## config.mk

```make
export PLATFORM = sky130hd
export DESIGN_NAME = regfile_mp
export DESIGN_NICKNAME = d
export VERILOG_FILES = /design/src/rtl/regfile_mp.sv
export SDC_FILE = /design/constraint.sdc
export NUM_CORES = 2
export LEC_CHECK = 0
export CAP_MARGIN = 40
export CELL_PAD_IN_SITES_DETAIL_PLACEMENT = 1
export CELL_PAD_IN_SITES_GLOBAL_PLACEMENT = 1
export CORE_ASPECT_RATIO = 1.4
export CORE_MARGIN = 2
export CORE_UTILIZATION = 35
export DETAILED_ROUTE_END_ITERATION = 7
export HOLD_SLACK_MARGIN = 0.08
export PLACE_DENSITY = 0.67
export SLEW_MARGIN = 15
export SYNTH_ARGS = -nofsm -noshare
export SYNTH_HDL_FRONTEND = slang
export SYNTH_SLANG_ARGS = --single-unit
```

## constraint.sdc

```tcl
create_clock -name clk -period 3.4 [get_ports clk]
set_clock_uncertainty 0.05 [all_clocks]
set_input_delay 0.68 -clock clk [delete_from_list [all_inputs] [get_ports clk]]
set_output_delay 0.68 -clock clk [all_outputs]
set_load 0.01 [all_outputs]
```

## src/rtl/regfile_mp.sv

```systemverilog
// Parametrised two-write-port register file with x0 hardwired to zero, optional
// write-to-read bypass and a sequencer that zeroes the array after reset or on request.
module regfile_mp #(
    parameter int unsigned XLEN   = 32,
    parameter int unsigned ADDR_W = 5,
    parameter int unsigned BYPASS = 1
) (
    input  logic              clk,
    input  logic              rst_n,
    input  logic [ADDR_W-1:0] A1,
    input  logic [ADDR_W-1:0] A2,
    output logic [XLEN-1:0]   RD1,
    output logic [XLEN-1:0]   RD2,
    input  logic              WE,
    input  logic [ADDR_W-1:0] A3,
    input  logic [XLEN-1:0]   WD3,
    input  logic              WE4,
    input  logic [ADDR_W-1:0] A4,
    input  logic [XLEN-1:0]   WD4,
    input  logic              clr_req,
    output logic              ready
);

    localparam int unsigned Depth = 2 ** ADDR_W;

    typedef enum logic {StClear, StReady} state_e;

    state_e            state_q;
    logic [ADDR_W-1:0] cnt_q;
    logic              ready_q;
    logic [XLEN-1:0]   regs_q [Depth];

    logic we_a;
    logic we_b;

    assign we_a = (state_q == StReady) && WE  && (A3 != '0);
    assign we_b = (state_q == StReady) && WE4 && (A4 != '0);

    always_ff @(posedge clk or negedge rst_n) begin
        if (!rst_n) begin
            state_q <= StClear;
            cnt_q   <= '0;
            ready_q <= 1'b0;
        end else begin
            case (state_q)
                StClear: begin
                    cnt_q <= cnt_q + 1'b1;
                    if (cnt_q == '1) begin
                        state_q <= StReady;
                        ready_q <= 1'b1;
                    end
                end
                StReady: begin
                    if (clr_req) begin
                        state_q <= StClear;
                        cnt_q   <= '0;
                        ready_q <= 1'b0;
                    end
                end
                default: begin
                    state_q <= StClear;
                    cnt_q   <= '0;
                    ready_q <= 1'b0;
                end
            endcase
        end
    end

    // Array has no reset; only the sequencer zeroes it. Port B is applied last so it wins.
    always_ff @(posedge clk) begin
        if (state_q == StClear) begin
            regs_q[cnt_q] <= '0;
        end else begin
            if (we_a) begin
                regs_q[A3] <= WD3;
            end
            if (we_b) begin
                regs_q[A4] <= WD4;
            end
        end
    end

    function automatic logic [XLEN-1:0] read_mux(input logic [ADDR_W-1:0] addr,
                                                 input logic [XLEN-1:0]   stored);
        if (state_q != StReady || addr == '0) begin
            return '0;
        end
        if (BYPASS != 0 && we_b && A4 == addr) begin
            return WD4;
        end
        if (BYPASS != 0 && we_a && A3 == addr) begin
            return WD3;
        end
        return stored;
    endfunction

    assign RD1   = read_mux(A1, regs_q[A1]);
    assign RD2   = read_mux(A2, regs_q[A2]);
    assign ready = ready_q;

endmodule
```

### Yosys cells after proc, flatten, opt, wreduce, memory -nomap -nowiden

Memories as Yosys holds them, arrays and structs flattened.
Cells that the tools add are included.

* memories kept: 1
* RAM bits: 1024
* register bits: 7
* word-level logic and storage cells: 71

Memories
* regs_q: depth 32, width 32, read ports 2, clocked after memory_dff 0, write ports 2, RTL line 31 `logic [XLEN-1:0] regs_q [Depth];`

* mux-type cells: 42
* reductions and logical operators: 16
* add/subtract/negate cells: 1
* bitwise gates (word level): 1
* equality and inequality tests: 7

Operator list (number)
* 32-bit 2-to-1 mux: 13
* 32-bit OR reduction: 1
* 1-bit 2-to-1 mux: 24
* 5-bit == test: 4
* 5-bit logical NOT: 2
* 5-bit 2-to-1 mux: 2
* 5-bit case mux with 2 select lines: 1
* 5-bit nonzero test: 2
* 1-bit logical AND: 8
* 5-bit by 1-bit adder with 5-bit output (second input constant): 1
* 5-bit == test (second input constant): 1
* 2-bit inequality test (second input constant): 2
* 1-bit case mux with 2 select lines: 2
* 1-bit logical OR: 2
* 2-bit AND reduction: 1
* 1-bit inverter: 1

### Logic depth before layout (Yosys ltp)

* word-level depth: 10
* mapped depth: 10
* mapped depth without buffers: 6

### Least setup slack after synthesis

Ideal clock, no wire load.

* path type: input port to flip-flop
* start point: in A3[2]
* end point: mem regs_q[1][0], enable pin
* stages on the path: 8
* slack: -915 ps
* path buffers: 2
* data required time: 2917 ps
* arrival time: 3832 ps
* library setup time: 433 ps
* cell sequence: clkbuf_1 nor4_2 a21oi_1 buf_2 or3_1 o31ai_1 nand2_1 o22ai_1

RTL lines
* from (decl): RTL line 15 `input logic [ADDR_W-1:0] A3,`
* to (decl): RTL line 31

### Worst setup path after layout

* start point: in A1[0]
* end point: out RD1[19]

* word-level cells in the longest chain between the ends: 8
* elaborated cells between the ends (all ways): 18
* classes of those cells: 2 x eq/ne; 11 x mux; 4 x reduce/logical; 1 x memory

Ends and longest elaborated chain
* from (decl): RTL line 10 `input logic [ADDR_W-1:0] A1,`
* 5-bit == test: RTL line 91 `if (BYPASS != 0 && we_a && A3 == addr) begin`
* 1-bit logical AND: RTL line 91
* 1-bit 2-to-1 mux (2 in series): RTL line 91
* 1-bit 2-to-1 mux: RTL line 88 `if (BYPASS != 0 && we_b && A4 == addr) begin`
* 32-bit 2-to-1 mux: RTL line 94 `return stored;`
* 32-bit 2-to-1 mux: RTL line 91
* 32-bit 2-to-1 mux (*): RTL line 88
* to (decl): RTL line 12 `output logic [XLEN-1:0] RD1,`

Mark *: on every way between the ends. The rest lies on a longest branch, timed or not. The select of a mux whose other input is x is not followed.

==> results.yml <==
clocking:
  cts_hold_repair.buffers: 0
  maximum_root_to_sink_buffer_count: 3
  cts-buffers-inserted: 105
  clkSlewWorstSetupHoldPaths_ns: 0.07
  cts_tree: "done"
  h_tree_lvl_count: 3
  cts_sinks: 1031
  root_buffer: "clkbuf_16"
  skew_pair_late_insertion_delay_ns: 0.74
final_layout:
  mostFrequentLayoutCell: "nand2_1"
  final_cell_count_no_fill: 8236
  post_route_cells_drive_above_1_share_pct: 24.2
  post-route-util_pct: 44.6
  final_nets: 5969
  layout_common_cells: "nand2_1, edfxtp_1, o21ai_0, mux2i_1, buf_4"
  synth_to_layout_area_growth_pct: 26.6
  final_cell_area_um2: 75900
global_routing:
  globalRouteTotalUtil_pct: 31.2
  grt_pass1_wl_mm: 390
  grt_antenna_before_repair: 7
  vias_in_the_first_global_route: 54000
  grt_max_degree: 65
  leftover_overflow_at_the_end_of_global_routing: 0
critical_path:
  worst_setup_path_end_kind: "primary output"
  crit_path_top_delay_cell: "a31oi_1"
  crit_fanout: 25
  setup.worst_path.class: "primary input to primary output"
  worst_path_dominant_cell_family: "compound AO/OA/AOI/OAI gates"
  r2r_start: "state_q"
  cp.required_ns: 2.67
  crit_path_max_incr_delay_ns: 0.49
  number_of_buffer_and_inverter_stages_on_the_critical_path: 5
  critical-path-top-cell-by-count: "buf_12"
  chain_of_cells_forming_the_critical_path: "buf_8 -> buf_12 -> nor2b_4 -> buf_12 -> buf_4 -> a22o_1 -> nor3_1 -> a31oi_1 -> a31oi_4 -> a221o_2 -> buf_6"
  cp_data_arrival_time_ns: 3.22
  timing_startpoint_of_the_critical_path: "A1[0]"
  worstSetupStartpointType: "primary input"
timing:
  setup_total_negative_slack_ns: -22.13
  hold_viol: 0
  finalSetupViolations: 64
  setup_ws_ns: -0.546
  timing.max_slew.rel_slack_pct: 45.7
  grt_setup_unrepaired: "yes"
  timing.final.crit_share_pct: 116
  number_of_max_slew_violations_in_the_final_report: 0
  actual_transition_at_the_worst_max_transition_pin_ns: 0.815
  maxClockFrequency_mhz: 253
  hold_slack_ns: 0.172
  post-route-min-period_ns: 3.95
placement:
  dp_worst_setup_slack_ns: -1.34
  i_o_buffers: 153
  placedCellCount: 7965
  place.detailed.hpwl_mm: 187
  placed_cell_area_um2: 70900
  gp_congestion: 0.926
floorplanning:
  start_util_pct: 35.2
  fp.dieArea_um2: 175000
  number_of_placed_i_o_pins: 154
  fp.dieW_um: 354
  die_h_um: 494
  core.rowCount: 179
  core_region_area_um2: 170000
route:
  vias: 52300
  route.detailed.wl_per_inst_um: 34.1
  drtAntennaViolNets: 0
  drcViolationCount: 0
  avgViaCountPerCell: 6.35
  detailedRoute.firstPassIterationCount: 6
  drt-initial-drc-count: 6266
  postRouteWirelength_mm: 280
logic_synthesis:
  post_synth_main_area_contributors: "edfxtp_1, mux4_2, mux2i_1"
  synth.cell_area_um2: 59900
  synth_top_area_share_pct: 51.3
  synth_edf_count: 1024
  synth_largest_area_cell: "edfxtp_1"
  synth_sequential_area_ratio_pct: 51.6
  synth_seq_cells: 1031
  synthesis.nets: 5622
  ys.warnings.count: 0
  ys_dominant_reg_cell: "edfxtp_1"
  netlist-cell-type-count: 48
  syn_area_per_cell_um2: 10.8
  synthArstFlopShare_pct: 0.679
  cells_after_synth: 5531
min_path:
  hold_crit_path_type: "primary input to async pin"
flow_run:
  maxCapViolCount: 0
power_and_ir_drop:
  cellPowerDensity_nw_per_um2: 502
  vdd_ir_max_mv: 0.401
  post-layout-total-power_mw: 38.1
  standby_leakage_power_nw: 26.9
run_status:
  status: "finished, violations left"
  violations: "negative setup slack"
-- metal layers --
metal	GRT usage [%]	routed length (um)
met1	36.3	98900
met4	23.2	22900
met2	51.8	135000
met5	0	40
met3	5.30	23900
-- Yosys cell counts (all sizes together), types with 2 or more instances --
cell	n
o31ai	2
a21oi	95
mux2i	504
mux4	260
o41ai	2
edfxtp	1024
dfrtp	7
mux2	5
nand2	1148
xor2	21
or2	3
or4	2
buf	131
nor3b	2
o21ai	1000
a22o	63
nor3	33
a211oi	2
nor2	48
nand2b	6
nor2b	39
nor4	4
a22oi	254
inv	41
nand3	71
and3	36
a31oi	65
ha	2
nand3b	7
o2bb2ai	2
and2	4
o22ai	37
nand4	33
a221o	31
clkbuf	540
-- worst paths after layout --
kind | to | slack, ns | cells past startpoint
max in group asynchronous | state_q | 2.81 | 1
min in group clk | ready | 0.52 | 2
hold reg to reg | ready | 0.52 | 2
setup / recovery | RD1[19] | -0.55 | 11
hold / removal | cnt_q[2] | 0.17 | 1
setup reg to reg | regs_q[30][23] | 0.59 | 9
-- power by group --
part	leakage, nW	internal (mW)	switching, mW
combinational	15.6	3.60	5.62
clock	1.72	6.98	5.43
sequential	9.58	15.8	0.713
total	26.9	26.3	11.8
-- worst register-to-register path, stage by stage, from the launching register on --
cell,delay (ns)
dfrtp_2,0.42
buf_4,0.18
nand2_1,0.10
buf_4,0.18
a21oi_4,0.12
buf_4,0.14
buf_4,0.63
nand2_1,0.26
buf_12,0.23
o21ai_0,0.29
-- timing repair --
item,in CTS,in global routing
pin swaps,12,35
resized for setup,365,118
gates cloned,4,5
setup buffers,31,43
hold endpoints to repair,0,0
endpoints found under the setup margin,64,64
-- layout make-up --
cell class	instances	area, um2
timing repair buffer	911	10700
clock inverter	71	792
tap	2262	2830
clock buffer	128	2760
inverter	41	154
antenna	4	10.0
sequential	1031	30900
multi-input combinational	3788	27700
fill	17900	94100
-- cell families (layout without fill, tap and decap cells) --
kind of cell / count (synthesis) / after routing / share of synthesized area [%]
flops: 1031 / 1031 / 51.6
other cells: 0 / 4 / 0
compound gates: 1557 / 1557 / 15.0
mux: 769 / 769 / 18.3
buf+inv: 712 / 1151 / 4.81
xor+xnor: 22 / 22 / 0.322
fa+ha+maj: 2 / 2 / 0.0418
simple gates: 1438 / 1438 / 9.91
-- state kept, by name, indices dropped and copies added, names as in the netlist --
signal,cells
state_q,1
regs_q,1024
cnt_q,5
ready,1
Power figures use the tool's default switching activity.
